==> src/rtl/simple_dma_pkg.sv <==
// Shared definitions for the simple_dma block:
// register offsets, control/status bit positions and FSM encoding.
package simple_dma_pkg;

    localparam logic [9:0] OFF_SRC    = 10'h000;
    localparam logic [9:0] OFF_DST    = 10'h004;
    localparam logic [9:0] OFF_LEN    = 10'h008;
    localparam logic [9:0] OFF_CTRL   = 10'h00C;
    localparam logic [9:0] OFF_STATUS = 10'h010;

    localparam int CTRL_START  = 0;
    localparam int CTRL_IRQ_EN = 1;

    localparam int ST_BUSY = 0;
    localparam int ST_DONE = 1;
    localparam int ST_ERR  = 2;

    localparam int LEN_W = 16;

    typedef logic [2:0] state_t;

    localparam state_t S_IDLE    = 3'd0;
    localparam state_t S_RD_REQ  = 3'd1;
    localparam state_t S_RD_WAIT = 3'd2;
    localparam state_t S_WR_REQ  = 3'd3;
    localparam state_t S_WR_WAIT = 3'd4;

endpackage

==> src/rtl/simple_dma_regs.sv <==
// Register file of simple_dma: decode, byte-enable writes,
// W1C status bits and the one-cycle registered response.
module simple_dma_regs
    import simple_dma_pkg::*;
#(
    parameter int DataWidth    = 32,
    parameter int AddressWidth = 32
) (
    input  logic                    clk_i,
    input  logic                    rst_ni,
    input  logic                    dev_req_i,
    input  logic                    dev_we_i,
    input  logic [3:0]              dev_be_i,
    input  logic [AddressWidth-1:0] dev_addr_i,
    input  logic [DataWidth-1:0]    dev_wdata_i,
    output logic                    dev_rvalid_o,
    output logic [DataWidth-1:0]    dev_rdata_o,
    output logic                    dev_err_o,
    input  logic                    busy_i,
    input  logic                    done_set_i,
    input  logic                    err_set_i,
    output logic [AddressWidth-1:0] src_o,
    output logic [AddressWidth-1:0] dst_o,
    output logic [LEN_W-1:0]        len_o,
    output logic                    irq_en_o,
    output logic                    done_o,
    output logic                    err_o,
    output logic                    start_o
);

    logic [AddressWidth-1:0] r_src;
    logic [AddressWidth-1:0] r_dst;
    logic [LEN_W-1:0]        r_len;
    logic                    r_irq_en;
    logic                    r_done;
    logic                    r_err;
    logic                    r_rvalid;
    logic [DataWidth-1:0]    r_rdata;
    logic                    r_rerr;

    logic [9:0]              w_off;
    logic                    w_wr;
    logic                    w_rd;
    logic                    w_hit;
    logic [DataWidth-1:0]    w_mask;
    logic [AddressWidth-1:0] w_amask;
    logic [AddressWidth-1:0] w_awdata;
    logic [AddressWidth-1:0] w_src_nxt;
    logic [AddressWidth-1:0] w_dst_nxt;
    logic [LEN_W-1:0]        w_len_nxt;
    logic                    w_ctrl_wr;
    logic                    w_stat_wr;
    logic                    w_clr_done;
    logic                    w_clr_err;
    logic [DataWidth-1:0]    w_rdata;
    logic                    w_unused;

    assign w_off    = dev_addr_i[9:0];
    assign w_wr     = dev_req_i & dev_we_i;
    assign w_rd     = dev_req_i & ~dev_we_i;
    assign w_unused = ^dev_addr_i[AddressWidth-1:10];

    // Expand the four byte enables into a bit mask
    always_comb begin
        w_mask = '0;
        for (int i = 0; i < 4; i++) begin
            if (dev_be_i[i]) begin
                w_mask[i*8 +: 8] = 8'hFF;
            end
        end
    end

    assign w_amask   = AddressWidth'(w_mask);
    assign w_awdata  = AddressWidth'(dev_wdata_i);
    assign w_src_nxt = ((r_src & ~w_amask) | (w_awdata & w_amask))
                       & ~AddressWidth'(3);
    assign w_dst_nxt = ((r_dst & ~w_amask) | (w_awdata & w_amask))
                       & ~AddressWidth'(3);
    assign w_len_nxt = (r_len & ~w_mask[LEN_W-1:0])
                       | (dev_wdata_i[LEN_W-1:0] & w_mask[LEN_W-1:0]);

    assign w_ctrl_wr  = w_wr & (w_off == OFF_CTRL) & dev_be_i[0];
    assign w_stat_wr  = w_wr & (w_off == OFF_STATUS) & dev_be_i[0];
    assign start_o    = w_ctrl_wr & dev_wdata_i[CTRL_START] & ~busy_i;
    assign w_clr_done = start_o | (w_stat_wr & dev_wdata_i[ST_DONE]);
    assign w_clr_err  = start_o | (w_stat_wr & dev_wdata_i[ST_ERR]);

    assign w_hit = (w_off == OFF_SRC)  | (w_off == OFF_DST)
                 | (w_off == OFF_LEN)  | (w_off == OFF_CTRL)
                 | (w_off == OFF_STATUS);

    // Readback mux; unmapped offsets read as zero
    always_comb begin
        w_rdata = '0;
        case (w_off)
            OFF_SRC:    w_rdata = DataWidth'(r_src);
            OFF_DST:    w_rdata = DataWidth'(r_dst);
            OFF_LEN:    w_rdata = DataWidth'(r_len);
            OFF_CTRL:   w_rdata[CTRL_IRQ_EN] = r_irq_en;
            OFF_STATUS: begin
                w_rdata[ST_BUSY] = busy_i;
                w_rdata[ST_DONE] = r_done;
                w_rdata[ST_ERR]  = r_err;
            end
            default:    w_rdata = '0;
        endcase
    end

    // Configuration registers; address/length frozen while busy
    always_ff @(posedge clk_i or negedge rst_ni) begin
        if (!rst_ni) begin
            r_src    <= '0;
            r_dst    <= '0;
            r_len    <= '0;
            r_irq_en <= 1'b0;
        end else begin
            if (w_wr && !busy_i && w_off == OFF_SRC) r_src <= w_src_nxt;
            if (w_wr && !busy_i && w_off == OFF_DST) r_dst <= w_dst_nxt;
            if (w_wr && !busy_i && w_off == OFF_LEN) r_len <= w_len_nxt;
            if (w_ctrl_wr) r_irq_en <= dev_wdata_i[CTRL_IRQ_EN];
        end
    end

    // Sticky status flags; a hardware set beats a clear
    always_ff @(posedge clk_i or negedge rst_ni) begin
        if (!rst_ni) begin
            r_done <= 1'b0;
            r_err  <= 1'b0;
        end else begin
            if (done_set_i)      r_done <= 1'b1;
            else if (w_clr_done) r_done <= 1'b0;
            if (err_set_i)       r_err  <= 1'b1;
            else if (w_clr_err)  r_err  <= 1'b0;
        end
    end

    // Response is always returned exactly one cycle after the request
    always_ff @(posedge clk_i or negedge rst_ni) begin
        if (!rst_ni) begin
            r_rvalid <= 1'b0;
            r_rdata  <= '0;
            r_rerr   <= 1'b0;
        end else begin
            r_rvalid <= dev_req_i;
            r_rdata  <= w_rd ? w_rdata : '0;
            r_rerr   <= w_rd & ~w_hit;
        end
    end

    assign dev_rvalid_o = r_rvalid;
    assign dev_rdata_o  = r_rdata;
    assign dev_err_o    = r_rerr;
    assign src_o        = r_src;
    assign dst_o        = r_dst;
    assign len_o        = r_len;
    assign irq_en_o     = r_irq_en;
    assign done_o       = r_done;
    assign err_o        = r_err;

endmodule

==> src/rtl/simple_dma.sv <==
// Word-copy DMA engine: reads one word, writes it, repeats,
// with a single bus transaction outstanding at any time.
module simple_dma
    import simple_dma_pkg::*;
#(
    parameter int DataWidth    = 32,
    parameter int AddressWidth = 32
) (
    input  logic                    clk_i,
    input  logic                    rst_ni,
    input  logic                    dev_req_i,
    input  logic                    dev_we_i,
    input  logic [3:0]              dev_be_i,
    input  logic [AddressWidth-1:0] dev_addr_i,
    input  logic [DataWidth-1:0]    dev_wdata_i,
    output logic                    dev_rvalid_o,
    output logic [DataWidth-1:0]    dev_rdata_o,
    output logic                    dev_err_o,
    output logic                    host_req_o,
    output logic [AddressWidth-1:0] host_addr_o,
    output logic                    host_we_o,
    output logic [3:0]              host_be_o,
    output logic [DataWidth-1:0]    host_wdata_o,
    input  logic                    host_gnt_i,
    input  logic                    host_rvalid_i,
    input  logic [DataWidth-1:0]    host_rdata_i,
    input  logic                    host_err_i,
    output logic                    dma_intr_o
);

    state_t                  r_state;
    logic [AddressWidth-1:0] r_cur_src;
    logic [AddressWidth-1:0] r_cur_dst;
    logic [LEN_W-1:0]        r_rem;
    logic [DataWidth-1:0]    r_buf;

    logic [AddressWidth-1:0] w_src;
    logic [AddressWidth-1:0] w_dst;
    logic [LEN_W-1:0]        w_len;
    logic                    w_irq_en;
    logic                    w_done;
    logic                    w_err;
    logic                    w_start;
    logic                    w_busy;
    logic                    w_done_set;
    logic                    w_err_set;
    logic                    w_wait;

    simple_dma_regs #(
        .DataWidth    (DataWidth),
        .AddressWidth (AddressWidth)
    ) u_regs (
        .clk_i        (clk_i),
        .rst_ni       (rst_ni),
        .dev_req_i    (dev_req_i),
        .dev_we_i     (dev_we_i),
        .dev_be_i     (dev_be_i),
        .dev_addr_i   (dev_addr_i),
        .dev_wdata_i  (dev_wdata_i),
        .dev_rvalid_o (dev_rvalid_o),
        .dev_rdata_o  (dev_rdata_o),
        .dev_err_o    (dev_err_o),
        .busy_i       (w_busy),
        .done_set_i   (w_done_set),
        .err_set_i    (w_err_set),
        .src_o        (w_src),
        .dst_o        (w_dst),
        .len_o        (w_len),
        .irq_en_o     (w_irq_en),
        .done_o       (w_done),
        .err_o        (w_err),
        .start_o      (w_start)
    );

    assign w_busy = (r_state != S_IDLE);
    assign w_wait = (r_state == S_RD_WAIT) | (r_state == S_WR_WAIT);

    assign w_done_set =
        ((r_state == S_IDLE) & w_start & (w_len == '0))
        | ((r_state == S_WR_WAIT) & host_rvalid_i
           & ~host_err_i & (r_rem == 16'd1));

    assign w_err_set = w_wait & host_rvalid_i & host_err_i;

    // Transfer sequencer and address/count datapath
    always_ff @(posedge clk_i or negedge rst_ni) begin
        if (!rst_ni) begin
            r_state   <= S_IDLE;
            r_cur_src <= '0;
            r_cur_dst <= '0;
            r_rem     <= '0;
            r_buf     <= '0;
        end else begin
            case (r_state)
                S_IDLE: begin
                    if (w_start) begin
                        r_cur_src <= w_src;
                        r_cur_dst <= w_dst;
                        r_rem     <= w_len;
                        if (w_len != '0) r_state <= S_RD_REQ;
                    end
                end
                S_RD_REQ: begin
                    if (host_gnt_i) r_state <= S_RD_WAIT;
                end
                S_RD_WAIT: begin
                    if (host_rvalid_i) begin
                        if (host_err_i) begin
                            r_state <= S_IDLE;
                        end else begin
                            r_buf   <= host_rdata_i;
                            r_state <= S_WR_REQ;
                        end
                    end
                end
                S_WR_REQ: begin
                    if (host_gnt_i) r_state <= S_WR_WAIT;
                end
                S_WR_WAIT: begin
                    if (host_rvalid_i) begin
                        if (host_err_i) begin
                            r_state <= S_IDLE;
                        end else begin
                            r_cur_src <= r_cur_src + AddressWidth'(4);
                            r_cur_dst <= r_cur_dst + AddressWidth'(4);
                            r_rem     <= r_rem - 16'd1;
                            r_state   <= (r_rem == 16'd1) ? S_IDLE
                                                          : S_RD_REQ;
                        end
                    end
                end
                default: r_state <= S_IDLE;
            endcase
        end
    end

    assign host_req_o   = (r_state == S_RD_REQ) | (r_state == S_WR_REQ);
    assign host_we_o    = (r_state == S_WR_REQ);
    assign host_addr_o  = host_we_o ? r_cur_dst : r_cur_src;
    assign host_be_o    = host_req_o ? 4'hF : 4'h0;
    assign host_wdata_o = r_buf;
    assign dma_intr_o   = w_irq_en & (w_done | w_err);

endmodule

==> config.mk <==
export PLATFORM = sky130hd
export DESIGN_NAME = simple_dma
export DESIGN_NICKNAME = d
export VERILOG_FILES = /design/src/rtl/simple_dma_pkg.sv /design/src/rtl/simple_dma_regs.sv /design/src/rtl/simple_dma.sv
export SDC_FILE = /design/constraint.sdc
export NUM_CORES = 1
export LEC_CHECK = 0
export ABC_AREA = 1
export CAP_MARGIN = 30
export CORE_MARGIN = 2
export CORE_UTILIZATION = 49
export CTS_CLUSTER_DIAMETER = 120
export DETAILED_ROUTE_END_ITERATION = 10
export HOLD_SLACK_MARGIN = 0.15
export PLACE_DENSITY = 0.74
export SYNTH_ARGS = -nofsm -noshare
export SYNTH_HDL_FRONTEND = slang
export SYNTH_HIERARCHICAL = 1
export SYNTH_SLANG_ARGS = --single-unit
==> constraint.sdc <==
create_clock -name clk_i -period 1.7 [get_ports clk_i]
set_input_delay 0.17 -clock clk_i [delete_from_list [all_inputs] [get_ports clk_i]]
set_output_delay 0.17 -clock clk_i [all_outputs]
set_load 0.01 [all_outputs]
# Word-level counts from Yosys, hierarchy flattened

Cells that the tools add are included.

$add $sub $neg: 3
Equality and inequality tests: 16
Mux-type cells: 37
Bitwise operators: 43
Reduce and logical (&&, ||, !) cells: 16

Operators by type and width:

| cell                  | number |
|---|---|
| $mux 32               | 8 |
| $pmux 32 s2           | 2 |
| $and 32x32->32        | 3 |
| $pmux 29 s3           | 1 |
| $add 32x3->32 const B | 2 |
| $or 32x32->32         | 2 |
| $mux 16               | 3 |
| $and 16x16->16        | 2 |
| $mux 8                | 4 |
| $not 32->32           | 1 |
| $pmux 16 s2           | 1 |
| $eq 10x4->1 const B   | 2 |
| $and 1x1->1           | 19 |
| $mux 3                | 6 |
| $eq 16x1->1 const B   | 1 |
| $logic_not 16->1      | 1 |
| $not 16->16           | 1 |
| $or 16x16->16         | 1 |
| $reduce_bool 16->1    | 1 |
| $sub 16x1->16 const B | 1 |
| $pmux 3 s5            | 1 |
| $eq 10x3->1 const B   | 1 |
| $eq 10x5->1 const B   | 1 |
| $logic_not 10->1      | 1 |
| 21 further kinds      | 49 |

Register bits after elaboration: 228
Input bits: 107
Output and inout bits: 105
Logic and storage cells: 129

# Longest topological paths before layout

Depth after elaboration: 9
Mapped depth: 15
Mapped depth without buffers: 15

# Cells and area by module

Netlist, hierarchy kept.

Modules (own cells, without submodules):

| module          | times used | cells each | area each (um^2) | sequential area each (um^2) |
|---|---|---|---|---|
| simple_dma      | 1          | 1260       | 7847.5           | 2877.8 |
| simple_dma_regs | 1          | 582        | 5200.0           | 2827.7 |

# Least setup slack after synthesis

Ideal clock, no wire load.

Kind: register to register
Start: reg r_state[0]
End: reg r_cur_src[3]
Library setup time: 0.124 ns
Arrival: 1.749 ns
Data required time: 1.576 ns
Slack: -0.173 ns
Cell stages (with the launch flop): 15
Buffers on the path: 2
Period minus slack after synthesis: 1.873 ns
Cell sequence: dfrtp_1 -> inv_2 -> nand2_4 -> inv_1 -> nand2_1 -> nor2_1 -> nand4_1 -> inv_1 -> nand2_2 -> nand2_2 -> nand2_4 -> buf_6 -> buf_6 -> nand2_1 -> o31ai_1

Cells in the longest elaborated chain, start to end: 5
Elaborated cells between the ends (all ways): 11
Those cells by class: eq/ne: 4; mux: 1; bitwise: 2; reduce/logical: 4

RTL lines:

| element                           | RTL line              | text |
|---|---|---|
| start: declaration                | simple_dma.sv:31      | `state_t r_state;` |
| start signal: assignment          | simple_dma.sv:127     | `r_state <= (r_rem == 16'd1) ? S_IDLE` |
| $reduce_bool 3->1                 | simple_dma.sv:75      | `assign w_busy = (r_state != S_IDLE);` |
| via w_busy                        | simple_dma.sv:44      | `logic w_busy;` |
| $not 1->1                         | simple_dma_regs.sv:84 | `assign start_o = w_ctrl_wr & dev_wdata_i[CTRL_START] & ~busy_i;` |
| $and 1x1->1                       | simple_dma_regs.sv:84 |  |
| via w_start                       | simple_dma.sv:43      | `logic w_start;` |
| $ne 2x1->1 (no source line)       | --                    |  |
| $reduce_and 4->1 (no source line) | --                    |  |
| end signal: assignment            | simple_dma.sv:97      | `r_cur_src <= w_src;` |
| end signal: assignment            | simple_dma.sv:124     | `r_cur_src <= r_cur_src + AddressWidth'(4);` |
| end: declaration                  | simple_dma.sv:32      | `logic [AddressWidth-1:0] r_cur_src;` |

The timed path passes the listed nets, and every way through them passes these cells.
A chain may end at the register's enable or synchronous reset.

# Worst setup path after layout

Start: reg r_state[0]
End: reg r_cur_dst[18]

Cells in the longest elaborated chain, start to end: 5
Elaborated cells between the ends (all ways): 11
Those cells by class: eq/ne: 4; mux: 1; bitwise: 2; reduce/logical: 4

RTL lines:

| element                           | RTL line              | text |
|---|---|---|
| $reduce_bool 3->1                 | simple_dma.sv:75      |  |
| via w_busy                        | simple_dma.sv:44      |  |
| $not 1->1                         | simple_dma_regs.sv:84 |  |
| $and 1x1->1                       | simple_dma_regs.sv:84 |  |
| via w_start                       | simple_dma.sv:43      |  |
| $ne 2x1->1 (no source line)       | --                    |  |
| $reduce_and 4->1 (no source line) | --                    |  |
| end signal: assignment            | simple_dma.sv:98      | `r_cur_dst <= w_dst;` |
| end signal: assignment            | simple_dma.sv:125     | `r_cur_dst <= r_cur_dst + AddressWidth'(4);` |
| end: declaration                  | simple_dma.sv:33      | `logic [AddressWidth-1:0] r_cur_dst;` |

The timed path passes the listed nets, and every way through them passes these cells.

==> summary.md <==
| Metric | Value |
|---|---|
| Status | `complete, but fails checks` |
| Failing checks | `DRC, setup timing` |
| Final Hold Fails | `0` |
| Worst Hold Class | `primary input to async pin` |
| Asr flop ratio synth | `1.00` |
| First-pass GRT wire length | `71.0 mm` |
| Sequential share of the synthesized area | `0.437` |
| DP Worst Slack | `-420 ps` |
| Slew HR | `0.668` |
| R2R Setup Slk | `-530 ps` |
| DP Area | `16,300 um^2` |
| Switching Power | `2960 uW` |
| Synthesized flop and latch total | `228` |
| Ratio of final minimum period to clock period | `1.31` |
| CTS tree | `done` |
| Largest net degree at the start of global routing | `52` |
| Primary FF master, synth | `dfrtp_1` |
| Skew final | `9.15 ps` |
| Crit-path cells | `inv_2 -> buf_6 -> nand2_4 -> inv_4 -> nand2_4 -> nor2_1 -> nand4_1 -> inv_2 -> nand2_4 -> nand2_4 -> buf_12 -> nand2_8 -> buf_12 -> clkbuf_16 -> nor2_4 -> nand2_1 -> o21ai_1` |
| Max clock buf depth | `3` |
| R2R cell count | `17` |
| Initial DRC count | `1,706` |
| Max incr delay on CP | `390 ps` |
| Power Dens Cells | `616 nW/um^2` |
| Overall Power | `12,200 uW` |
| Clk Latency, worst-skew pair | `560 ps` |
| Final wirelength | `51.4 mm` |
| Synthesized cell area | `13,000 um^2` |
| Sequential power share | `0.451` |
| Slew @ Worst Pin | `493 ps` |
| DRC viols | `5` |
| Combinational Power Share | `0.064` |
| Post-Syn Instances | `1,842` |
| Initial core utilization | `0.499` |
| Commonest non-fill, non-tap cell in the layout | `nand2_1` |
| Final Hold Slack | `142 ps` |
| Highest clock rate | `448 MHz` |
| Worst r2r src | `r_state[0]` |
| MaxCap Viol Count | `0` |
| Syn Area/Cell | `7.08 um^2` |
| Dpl hpwl | `31.3 mm` |
| Max Used Layer | `met4` |
| Vias per inst | `5.78` |
| Routed met1 length | `19.3 mm` |
| EDFF count, synth | `0` |
| Synth top area share | `0.437` |
| Crit path time final | `2230 ps` |
| Worst EP required | `2170 ps` |
| Die W | `167 um` |
| Leading cell types in the layout, fill and taps excluded | `494 x nand2_1, 227 x dfrtp_1, 201 x nor2_1` |
| Top Ports | `212` |
| CP dominant cell by count | `nand2_4` |
| Leakage power | `0.00897 uW` |
| Area Growth Syn to Fin | `51.8%` |
| DIE AREA | `27,900 um^2` |
| WS Path Type | `flip-flop to flip-flop` |
| Clk root buf | `clkbuf_16` |
| Vias in the first global route | `13,300` |
| Antenna violations before repair | `0` |
| Via total after detailed routing | `14,800` |
| Area contributors post-synth | `dfrtp_1 44%, nand2_1 18%, nor2_1 7.2%` |
| Die height | `167 um` |
| Critical Path AT | `2700 ps` |
| Crit path to | `r_cur_dst[18]` |
| Setup violators final | `198` |
| Cell taking the most area after synthesis | `dfrtp_1` |
| CP max FO | `6` |
| GRT Residual Overflow | `0` |
| # nets final | `2,313` |
| Synthesis Warnings | `6` |
| Net Sw Frac | `0.242` |
| Pint | `9250 uW` |
| Synth cell types | `38` |
| Met2 routed WL | `23.4 mm` |
| Startpoint types | `flip-flop` |
| H-tree depth | `1` |
| Row count | `59` |
| CP max stage cell | `dfrtp_1` |
| Total CTS buffers | `27` |
| Core area | `26,100 um^2` |
| Gpl congestion | `0.923` |
| Unrepaired setup endpoints after global routing | `true` |
| Number of inserted diodes | `0` |
| DRT antenna net count | `0` |
| Peak VDD IR | `763 uV` |
| FF-to-FF End | `r_cur_dst[18]` |
| Share of cells above drive strength 1 | `0.292` |
| Routed wire length per instance | `20.1 um` |
| Endpoint type of the worst setup path | `flip-flop` |
| Clock power frac | `0.485` |
| Final Max Slew Viols | `0` |
| Routed wl met3 | `6.08 mm` |
| Fin worst setup slack | `-533 ps` |
| Clk sinks | `228` |
| Crit path from | `r_state[0]` |
| PortBufs | `189` |
| Number of iterations in the first detailed-routing pass | `10` |
| Tot GR Track Use | `0.317` |
| Clock-pin slew on the worst setup and hold paths | `70 ps` |
| Fin area | `19,800 um^2` |
stage by stage:
stage                     utilization  setup TNS (ps)  cells
after global routing            0.758          -69720   2557
after floorplan                     -           -1960   1845
after detailed placement        0.625          -49670   2433
final                           0.758          -59850   2557
after CTS                       0.676          -32920   2515
after global placement          0.625          -41500   2433
synthesized netlist by cell type, types with 5 or more instances:
library cell	count
buf_6	16
inv_2	10
buf_4	15
nand4_1	42
a21oi_1	37
o21ai_1	39
o21ai_0	81
clkbuf_1	14
buf_2	38
nor2_4	7
o31ai_1	5
nand3_2	6
dfrtp_1	228
nor2_1	250
xor2_1	6
nand3_1	182
nand2_1	643
inv_1	148
o21ai_2	30
cell type report:
type / count / area, um^2
Clock buffer: 35 / 746
Clock inverter: 14 / 143
Fill cell: 1783 / 6330
Inverter: 159 / 618
Multi-Input combinational cell: 1374 / 7620
Sequential cell: 228 / 5710
Tap cell: 335 / 419
Timing Repair Buffer: 411 / 4540
Timing Repair inverter: 1 / 11.3
how the worst min path moves through the flow:
stage	end	slack, ps
5_1_grt	host_wdata_o[16]	180
6_report	async pin	140
3_5_place_dp	async pin	130
4_1_cts	host_wdata_o[22]	160
3_3_place_gp	r_rem[12]	130
2_1_floorplan	host_wdata_o[0]	-130
critical path, delay by kind of cell (launching register included):
kind	cells	cell delay [ps]
AOI/OAI and AO/OA	1	120
buffers and inverters	7	860
and+or+nand+nor	9	770
DFF	1	390
layer usage:
layer	track usage	up-vias
met3	0.0664	218
met2	0.504	952
met5	0	-
met4	0.0866	0
li1	-	6605
met1	0.442	7013
logic make-up (layout without fill, tap and decap cells):
kind of cell    count (synthesis)  after routing  synth area share
mux                             4              4           0.00345
compound gates                196            196            0.0853
simple gates                 1153           1156             0.375
other cells                     1              4          0.000287
fa+ha+maj                       4              4           0.00384
xor+xnor                       10             10           0.00671
flops                         228            228             0.437
buf+inv                       246            620            0.0881
power by group through the flow:
| stage | Combinational, uW | Sequential [uW] | Clock (uW) |
|---|---|---|---|
| 6_report | 782 | 5510 | 5920 |
| 5_1_grt | 844 | 5510 | 6120 |
| 4_1_cts | 715 | 5500 | 5890 |
| 3_5_place_dp | 706 | 5600 | 0 |
| 3_3_place_gp | 697 | 5600 | 0 |
| 2_1_floorplan | 167 | 5610 | 0 |
timing repair:
item	in CTS	in global routing
cloned	9	18
buffers inserted	22	34
hold buffers	2	0
pin swaps	5	74
resized for setup	240	440
hold endpoints to repair	229	0
setup endpoints to repair	118	231
Note: power is estimated with default switching activity, not from simulation.
